--- config.mk ---
export PLATFORM = sky130hd
export DESIGN_NAME = fe_fetch_ctrl
export DESIGN_NICKNAME = d
export VERILOG_FILES = /design/src/rtl/fe_fetch_ctrl.sv
export SDC_FILE = /design/constraint.sdc
export NUM_CORES = 1
export LEC_CHECK = 0
export BUFFER_PORTS_ARGS = -buffer_cell sky130_fd_sc_hd__clkbuf_2
export CAP_MARGIN = 20
export CORE_MARGIN = 2
export CORE_UTILIZATION = 47
export CTS_CLUSTER_SIZE = 16
export DETAILED_ROUTE_END_ITERATION = 7
export GPL_TIMING_DRIVEN = 0
export PLACE_DENSITY_LB_ADDON = 0.2
export SYNTH_ARGS = -nofsm -noshare
export SYNTH_HDL_FRONTEND = slang
export SYNTH_SLANG_ARGS = --single-unit
--- constraint.sdc ---
create_clock -name clk -period 2.2 [get_ports clk]
set_input_delay 0.33 -clock clk [delete_from_list [all_inputs] [get_ports clk]]
set_output_delay 0.33 -clock clk [all_outputs]
set_load 0.01 [all_outputs]
--- src/rtl/fe_fetch_ctrl.sv ---
// Fetch-stage sequencing controller: arbitrates branch redirect, I-cache miss
// refill and decode stall into the fetch control code, and runs the refill handshake.
module fe_fetch_ctrl #(
    parameter int unsigned ADDR_W = 32,
    parameter int unsigned CNT_W  = 16
) (
    input  logic              clk,
    input  logic              rst,
    input  logic [ADDR_W-1:0] fe_pc,
    input  logic              ic_miss,
    input  logic              id_stall,
    input  logic              br_taken,
    input  logic [ADDR_W-1:0] br_target,
    output logic              mem_req,
    output logic [ADDR_W-1:0] mem_addr,
    input  logic              mem_ack,
    input  logic              mem_done,
    output logic [1:0]        ctr,
    output logic [ADDR_W-1:0] redirect_pc,
    output logic              flush,
    output logic [CNT_W-1:0]  stall_cnt,
    output logic [CNT_W-1:0]  miss_cnt
);

    localparam logic [1:0] CTR_ADV   = 2'b00;
    localparam logic [1:0] CTR_HOLD  = 2'b10;
    localparam logic [1:0] CTR_REDIR = 2'b01;
    localparam logic [CNT_W-1:0]  CNT_MAX   = '1;
    localparam logic [ADDR_W-1:0] LINE_MASK = ~ADDR_W'(4'hF);

    typedef enum logic [1:0] {
        RUN  = 2'd0,
        REQ  = 2'd1,
        WAIT = 2'd2
    } state_t;

    state_t              state_q, state_d;
    logic                mem_req_d;
    logic [ADDR_W-1:0]   mem_addr_d;
    logic                pend_redir_q, pend_redir_d;
    logic [ADDR_W-1:0]   pend_pc_q, pend_pc_d;
    logic                miss_start;

    // Next-state and zero-latency fetch control; reset forces a hold with no flush.
    always_comb begin
        state_d      = state_q;
        mem_req_d    = mem_req;
        mem_addr_d   = mem_addr;
        pend_redir_d = pend_redir_q;
        pend_pc_d    = pend_pc_q;
        miss_start   = 1'b0;
        ctr          = CTR_HOLD;
        flush        = 1'b0;
        redirect_pc  = '0;

        if (rst) begin
            case (state_q)
                RUN: begin
                    if (br_taken) begin
                        ctr         = CTR_REDIR;
                        redirect_pc = br_target;
                        flush       = 1'b1;
                    end else if (ic_miss) begin
                        mem_addr_d = fe_pc & LINE_MASK;
                        mem_req_d  = 1'b1;
                        miss_start = 1'b1;
                        state_d    = REQ;
                    end else if (!id_stall) begin
                        ctr = CTR_ADV;
                    end
                end
                REQ: begin
                    if (mem_ack) begin
                        mem_req_d = 1'b0;
                        state_d   = WAIT;
                    end
                    if (br_taken) begin
                        pend_redir_d = 1'b1;
                        pend_pc_d    = br_target;
                        flush        = 1'b1;
                    end
                end
                WAIT: begin
                    if (mem_done) begin
                        state_d      = RUN;
                        pend_redir_d = 1'b0;
                        // A branch arriving with mem_done is newer than any pending one.
                        if (br_taken) begin
                            ctr         = CTR_REDIR;
                            redirect_pc = br_target;
                            flush       = 1'b1;
                        end else if (pend_redir_q) begin
                            ctr         = CTR_REDIR;
                            redirect_pc = pend_pc_q;
                            flush       = 1'b1;
                        end
                    end else if (br_taken) begin
                        pend_redir_d = 1'b1;
                        pend_pc_d    = br_target;
                        flush        = 1'b1;
                    end
                end
                default: state_d = RUN;
            endcase
        end
    end

    // State, refill request and saturating performance counters.
    always_ff @(posedge clk or negedge rst) begin
        if (!rst) begin
            state_q      <= RUN;
            mem_req      <= 1'b0;
            mem_addr     <= '0;
            pend_redir_q <= 1'b0;
            pend_pc_q    <= '0;
            stall_cnt    <= '0;
            miss_cnt     <= '0;
        end else begin
            state_q      <= state_d;
            mem_req      <= mem_req_d;
            mem_addr     <= mem_addr_d;
            pend_redir_q <= pend_redir_d;
            pend_pc_q    <= pend_pc_d;
            if (ctr == CTR_HOLD && stall_cnt != CNT_MAX) begin
                stall_cnt <= stall_cnt + CNT_W'(1);
            end
            if (miss_start && miss_cnt != CNT_MAX) begin
                miss_cnt <= miss_cnt + CNT_W'(1);
            end
        end
    end

    // Refill completion is only legal while waiting for it.
    a_mem_done_in_wait: assert property (@(posedge clk) disable iff (!rst)
        mem_done |-> state_q == WAIT);

endmodule

* After elaboration in Yosys (flattened, before gate mapping)
Index checks and enable logic that the tools add are counted.
Storage, ports and cells: register bits after elaboration 96, input bits 71, output and inout port bits 100, logic and storage cells 70
Cells by class: $add $sub $neg 2, equality and inequality tests 10, muxes and demuxes 39, bitwise logic cells 1, reduce and logical (&&, ||, !) cells 11
Operator list (number):
- 32-bit two-way mux | 7
- 32-bit case mux with 2 select lines | 2
- 16-bit by 1-bit adder with 16-bit output (second input constant) | 2
- 16-bit != test (second input constant) | 2
- 2-bit two-way mux | 11
- 1-bit two-way mux | 14
- 2-bit != test (second input constant) | 5
- 5-bit AND reduction | 2
- 1-bit case mux with 2 select lines | 3
- 2-bit case mux with 3 select lines | 1
- 2-bit == test (second input constant) | 2
- 2-bit case mux with 2 select lines | 1
- 4-bit AND reduction | 1
- 2-bit nonzero test | 2
- 3-bit AND reduction | 1
- 2-bit by 1-bit == test with 1-bit output (second input constant) | 1
- 1-bit logical AND | 2
- 2-bit logical NOT | 1
- 2-bit AND reduction | 1
- 2-bit OR reduction | 1
- 1-bit inverter | 1

* Depth between registers and ports, before layout
depth after elaboration 7, depth in mapped cells 9, gate-level depth less buffers 7

* Least setup slack after synthesis
OpenSTA, ideal clock, no wires.
kind flip-flop to output port, start register state_q[0], end output redirect_pc[10], arrival 1502 ps, data required time 1870 ps, path slack 368 ps, stages on the path, launching flop included 9, buffers on the path 2, path through dfrtp_1 inv_1 ha_1 a21oi_1 nor2b_1 clkbuf_1 buf_2 a22oi_1 nor2_1
On the way: word-level cells in the longest chain between the ends 3, elaborated cells on any way between the ends 4, classes of those cells eq/ne (1); mux (2); reduce/logical (1)
RTL lines:
- start: declaration | line 37 | state_t state_q, state_d;
- start signal: assignment | line 119 | state_q <= state_d;
- 2-bit == test or 2-bit logical NOT (tied branches) | line 57 | case (state_q)
- 32-bit case mux with 2 select lines (*) | line 57
- 32-bit two-way mux (*) | line 56 | if (rst) begin
- end: declaration | line 19 | output logic [ADDR_W-1:0] redirect_pc,
Mark *: on every way between the ends. The rest lies on a longest branch, timed or not.

* Worst setup path after layout
Same ends and word-level chain as after synthesis.

==> results_dict.tcl <==
set metrics [dict create \
    rows 36 \
    place.detailed.hpwl_um 7900 \
    floorplan_die_height_um 104 \
    clockRootBuffer "sky130_fd_sc_hd__clkbuf_8" \
    drive_gt1_share_pct 46.1 \
    max_cap_violations 0 \
    die_area_sq_um 10800 \
    worst-path-max-fanout 8 \
    cts.path.max_buffers 2 \
    min_period_over_period_pct 103 \
    drt-pass1-iter-count 4 \
    yosys.cell_count.top_type "sky130_fd_sc_hd__nand2_1" \
    io_pins 171 \
    dieWidth_um 104 \
    synth_top_cells_by_area "sky130_fd_sc_hd__dfrtp_1 51%, sky130_fd_sc_hd__mux2_2 7.9%, sky130_fd_sc_hd__nand2_1 7.9%, sky130_fd_sc_hd__a22oi_1 5.1%, sky130_fd_sc_hd__xnor2_1 4.7%" \
    number_of_violations_reported_at_the_end_of_detailed_routing_iteration_0 181 \
    flop_pwr_share_pct 42.8 \
    hold_viol_final 0 \
    synth-main-ff-cell "sky130_fd_sc_hd__dfrtp_1" \
    setup_ws_ps -68.2 \
    setup_viol 24 \
    syn-instance-count 459 \
    cts_inserted_buffers 9 \
    coreArea_sq_um 9730 \
    sw_frac_of_total_pct 37.1 \
    timing.fmax_mhz 441 \
    wl_per_cell_um 14.8 \
    synth.cells.most_frequent "99 x sky130_fd_sc_hd__nand2_1, 96 x sky130_fd_sc_hd__dfrtp_1, 44 x sky130_fd_sc_hd__nor2_1" \
    mappedNetlistArea_sq_um 4710 \
    portbufs 160 \
    grt_pass1_vias 4058 \
    internal-power_mw 4.31 \
    clk_pin_slew_worst_paths_ps 100 \
    finalWorstPathRequiredPeriod_ps 2270 \
    violated_checks "negative setup slack" \
    synth_fa_ha_area_share_pct 2.13 \
    cts_tree "done" \
    floorplan.initialDensity_pct 48.4 \
    grt_remaining_overflow 0 \
    cp.arrival_ps 1940 \
    static-leakage-power_nw 3.17 \
    synth-seq-area-share_pct 51.0 \
    clkSinkCount 96 \
    antenna_violating_nets_post_route 0 \
    regToRegStartpoint "state_q[0]$_DFFE_PN0P_" \
    share_clk_of_total_power_pct 15.3 \
    synth_simple_gate_area_share_pct 19.8 \
    fraction_of_the_mapped_netlist_area_in_compound_gates_pct 9.25 \
    antenna_found_initial 0 \
    combPwrFrac_pct 41.8 \
    synth_top_area_share_pct 51.0 \
    worst-r2r-cell-count 7 \
    drcViolationCount 0 \
    power_density_nw_per_um2 1060 \
    grt_use_total_pct 21.5 \
    timing.reg2reg.setup_slack_ps 210 \
    ir_drop_mv 0.607 \
    first_pass_grt_wire_length_um 19100 \
    run_status "complete, but fails checks" \
    crit_path_capture_type "output port" \
    synthMuxAreaShare_pct 8.37 \
    dpl_worst_slack_ps -625 \
    grt_max_degree 53 \
    dpl_cell_area_sq_um 5720 \
    cell_with_the_largest_stage_delay_on_the_worst_path "sky130_fd_sc_hd__dfrtp_1" \
    worst_skew_pair.late_latency_ps 370 \
    cts_htree_levels 3 \
    gp_routability_congestion 0.811 \
    worst_setup_path_start_kind "flip-flop" \
    critical-path-max-stage-delay_ps 420 \
    drt-total-wl_um 11700 \
    num-nets-final 732 \
    synth_edf_count 0 \
    rsz0062_at_grt "true" \
    final.setup_skew_ps 13.4 \
    power.net_switching_mw 2.54 \
    crit_type "reg2out" \
    rr_endpoint "pend_pc_q[14]$_DFFE_PN0P_" \
    synthToLayoutAreaGrowth_pct 37.2 \
    synth-seq-cells 96 \
    netlist.top_cell.by_area "sky130_fd_sc_hd__dfrtp_1" \
    ys_warn_count 0 \
    fillers 804 \
    worst_hold_check_path_type "in2async" \
    post-route-cell-area_sq_um 6460 \
    crit_path_cell_trace "inv_4 -> ha_4 -> a21oi_2 -> nor2b_1 -> clkbuf_8 -> buf_6 -> a22oi_2 -> nor2_1 -> buf_2" \
    antennaDiodeCount 0 \
    timing_max_transition_violations_final 0 \
    cp.required_ps 1870 \
    synth-xor-area-share_pct 5.40 \
    vias_per_cell 5.15 \
    share_of_flip_flops_with_an_asynchronous_set_or_reset_after_synthesis_pct 100 \
    ys_types 50 \
    total_via_count_after_detailed_routing 4066 \
    synthesis.area_per_instance_sq_um 10.3 \
    synth_top_family_by_area "simple AND/OR/NAND/NOR gates" \
]
## kinds of logic (layout without fill, tap and decap cells)
logic type / count (synthesis) / count (layout)
AND/OR/NAND/NOR: 201 / 201
flip-flops: 96 / 96
AO/OA/AOI/OAI: 54 / 54
multiplexers: 35 / 35
buffers and inverters: 35 / 230
XOR/XNOR: 29 / 29
adder cells (fa/ha/maj): 8 / 8
other: 1 / 4
## state kept, by name, summed over array words and instances (netlist names)
name	cells
mem_addr	28
mem_req	1
miss_cnt	16
pend_pc_q	32
pend_redir_q	1
stall_cnt	16
state_q	2
## power groups by stage
stage | logic (mW) | registers [mW] | clock network [mW]
5_1_grt | 3.15 | 3.03 | 1.15
3_5_place_dp | 2.37 | 2.90 | 0
4_1_cts | 2.66 | 2.88 | 1.08
6_report | 2.87 | 2.94 | 1.05
2_1_floorplan | 1.38 | 2.98 | 0
3_3_place_gp | 2.31 | 2.86 | 0
## worst max-delay path: cells and delay by family, from the launching register on
| family | cells | cell delay [ps] |
|---|---|---|
| AOI/OAI and AO/OA | 2 | 100 |
| adders and majority gates | 1 | 170 |
| buffers and inverters | 4 | 610 |
| DFF | 1 | 420 |
| and+or+nand+nor | 2 | 280 |
## per-layer routing
metal	track usage [%]	vias to the layer above	wire length [um]
met3	5.14	18	685
met4	7.43	0	204
li1	-	1953	-
met1	28.3	1978	5070
met5	0	-	0
met2	35.0	117	5710
## placed cells by master, fill, tap and decap left out, drive strengths merged, types with 2 or more instances in the layout
master / synthesis / routed
or2: 2 / 2
dfrtp: 96 / 96
a41oi: 2 / 2
nor4b: 2 / 2
o21ai: 6 / 6
nand4b: 2 / 2
nand2b: 3 / 3
inv: 5 / 5
mux2: 35 / 35
nand3: 18 / 18
buf: 20 / 73
clkinvlp: 0 / 3
nand4: 12 / 12
a22oi: 32 / 32
conb: 1 / 4
xnor2: 25 / 25
ha: 8 / 8
and3: 9 / 9
nand2: 99 / 99
and2: 3 / 3
clkbuf: 10 / 148
xor2: 4 / 4
nor2: 45 / 45
a31oi: 2 / 2
and4: 3 / 3
a21oi: 3 / 3
## per-stage QoR
step                      util [%]  TNS (ps)  hold WS, ps  power, mW  cells
after floorplan                  -         0         34.4       4.37    462
after global placement        58.4   -220380          458       5.17    755
after global routing          66.4     -3930         24.2       7.33    790
final                         66.4      -585         12.5       6.86    790
after detailed placement      58.7    -45190          419       5.27    756
after CTS                     64.2      -844         22.3       6.63    787
## what timing repair did
| item | in CTS | in global routing |
|---|---|---|
| buffers inserted | 7 | 3 |
| endpoints found under the setup margin | 68 | 61 |
| hold endpoints to repair | 44 | 0 |
| gates cloned | 6 | 0 |
| pin swaps | 4 | 26 |
| hold buffers | 3 | 0 |
| resized for setup | 49 | 72 |
## cell type report
type	count	area, sq um	area share, %
repair buffers	180	1100	17.0
well taps	133	166	2.58
flip-flops and latches	96	2400	37.2
multi-input cells	331	2350	36.3
clock inverters	4	31.3	0.484
plain buffers	30	250	3.87
clock buffers	11	141	2.19
inverters	5	23.8	0.368
## worst max-delay path by stage
stage                      startpoint                         to  slack, ps  cells after the start
2_1_floorplan  state_q[0]$_DFFE_PN0P_            redirect_pc[10]        370                      8
3_3_place_gp                      rst  pend_pc_q[30]$_DFFE_PN0P_      -1680                      6
3_5_place_dp                      rst  pend_pc_q[22]$_DFFE_PN0P_       -630                      7
4_1_cts        state_q[0]$_DFFE_PN0P_            redirect_pc[10]        -50                      9
5_1_grt        state_q[0]$_DFFE_PN0P_            redirect_pc[21]       -170                      9
6_report       state_q[0]$_DFFE_PN0P_            redirect_pc[10]        -70                      9
(Power assumes the default switching activity.)
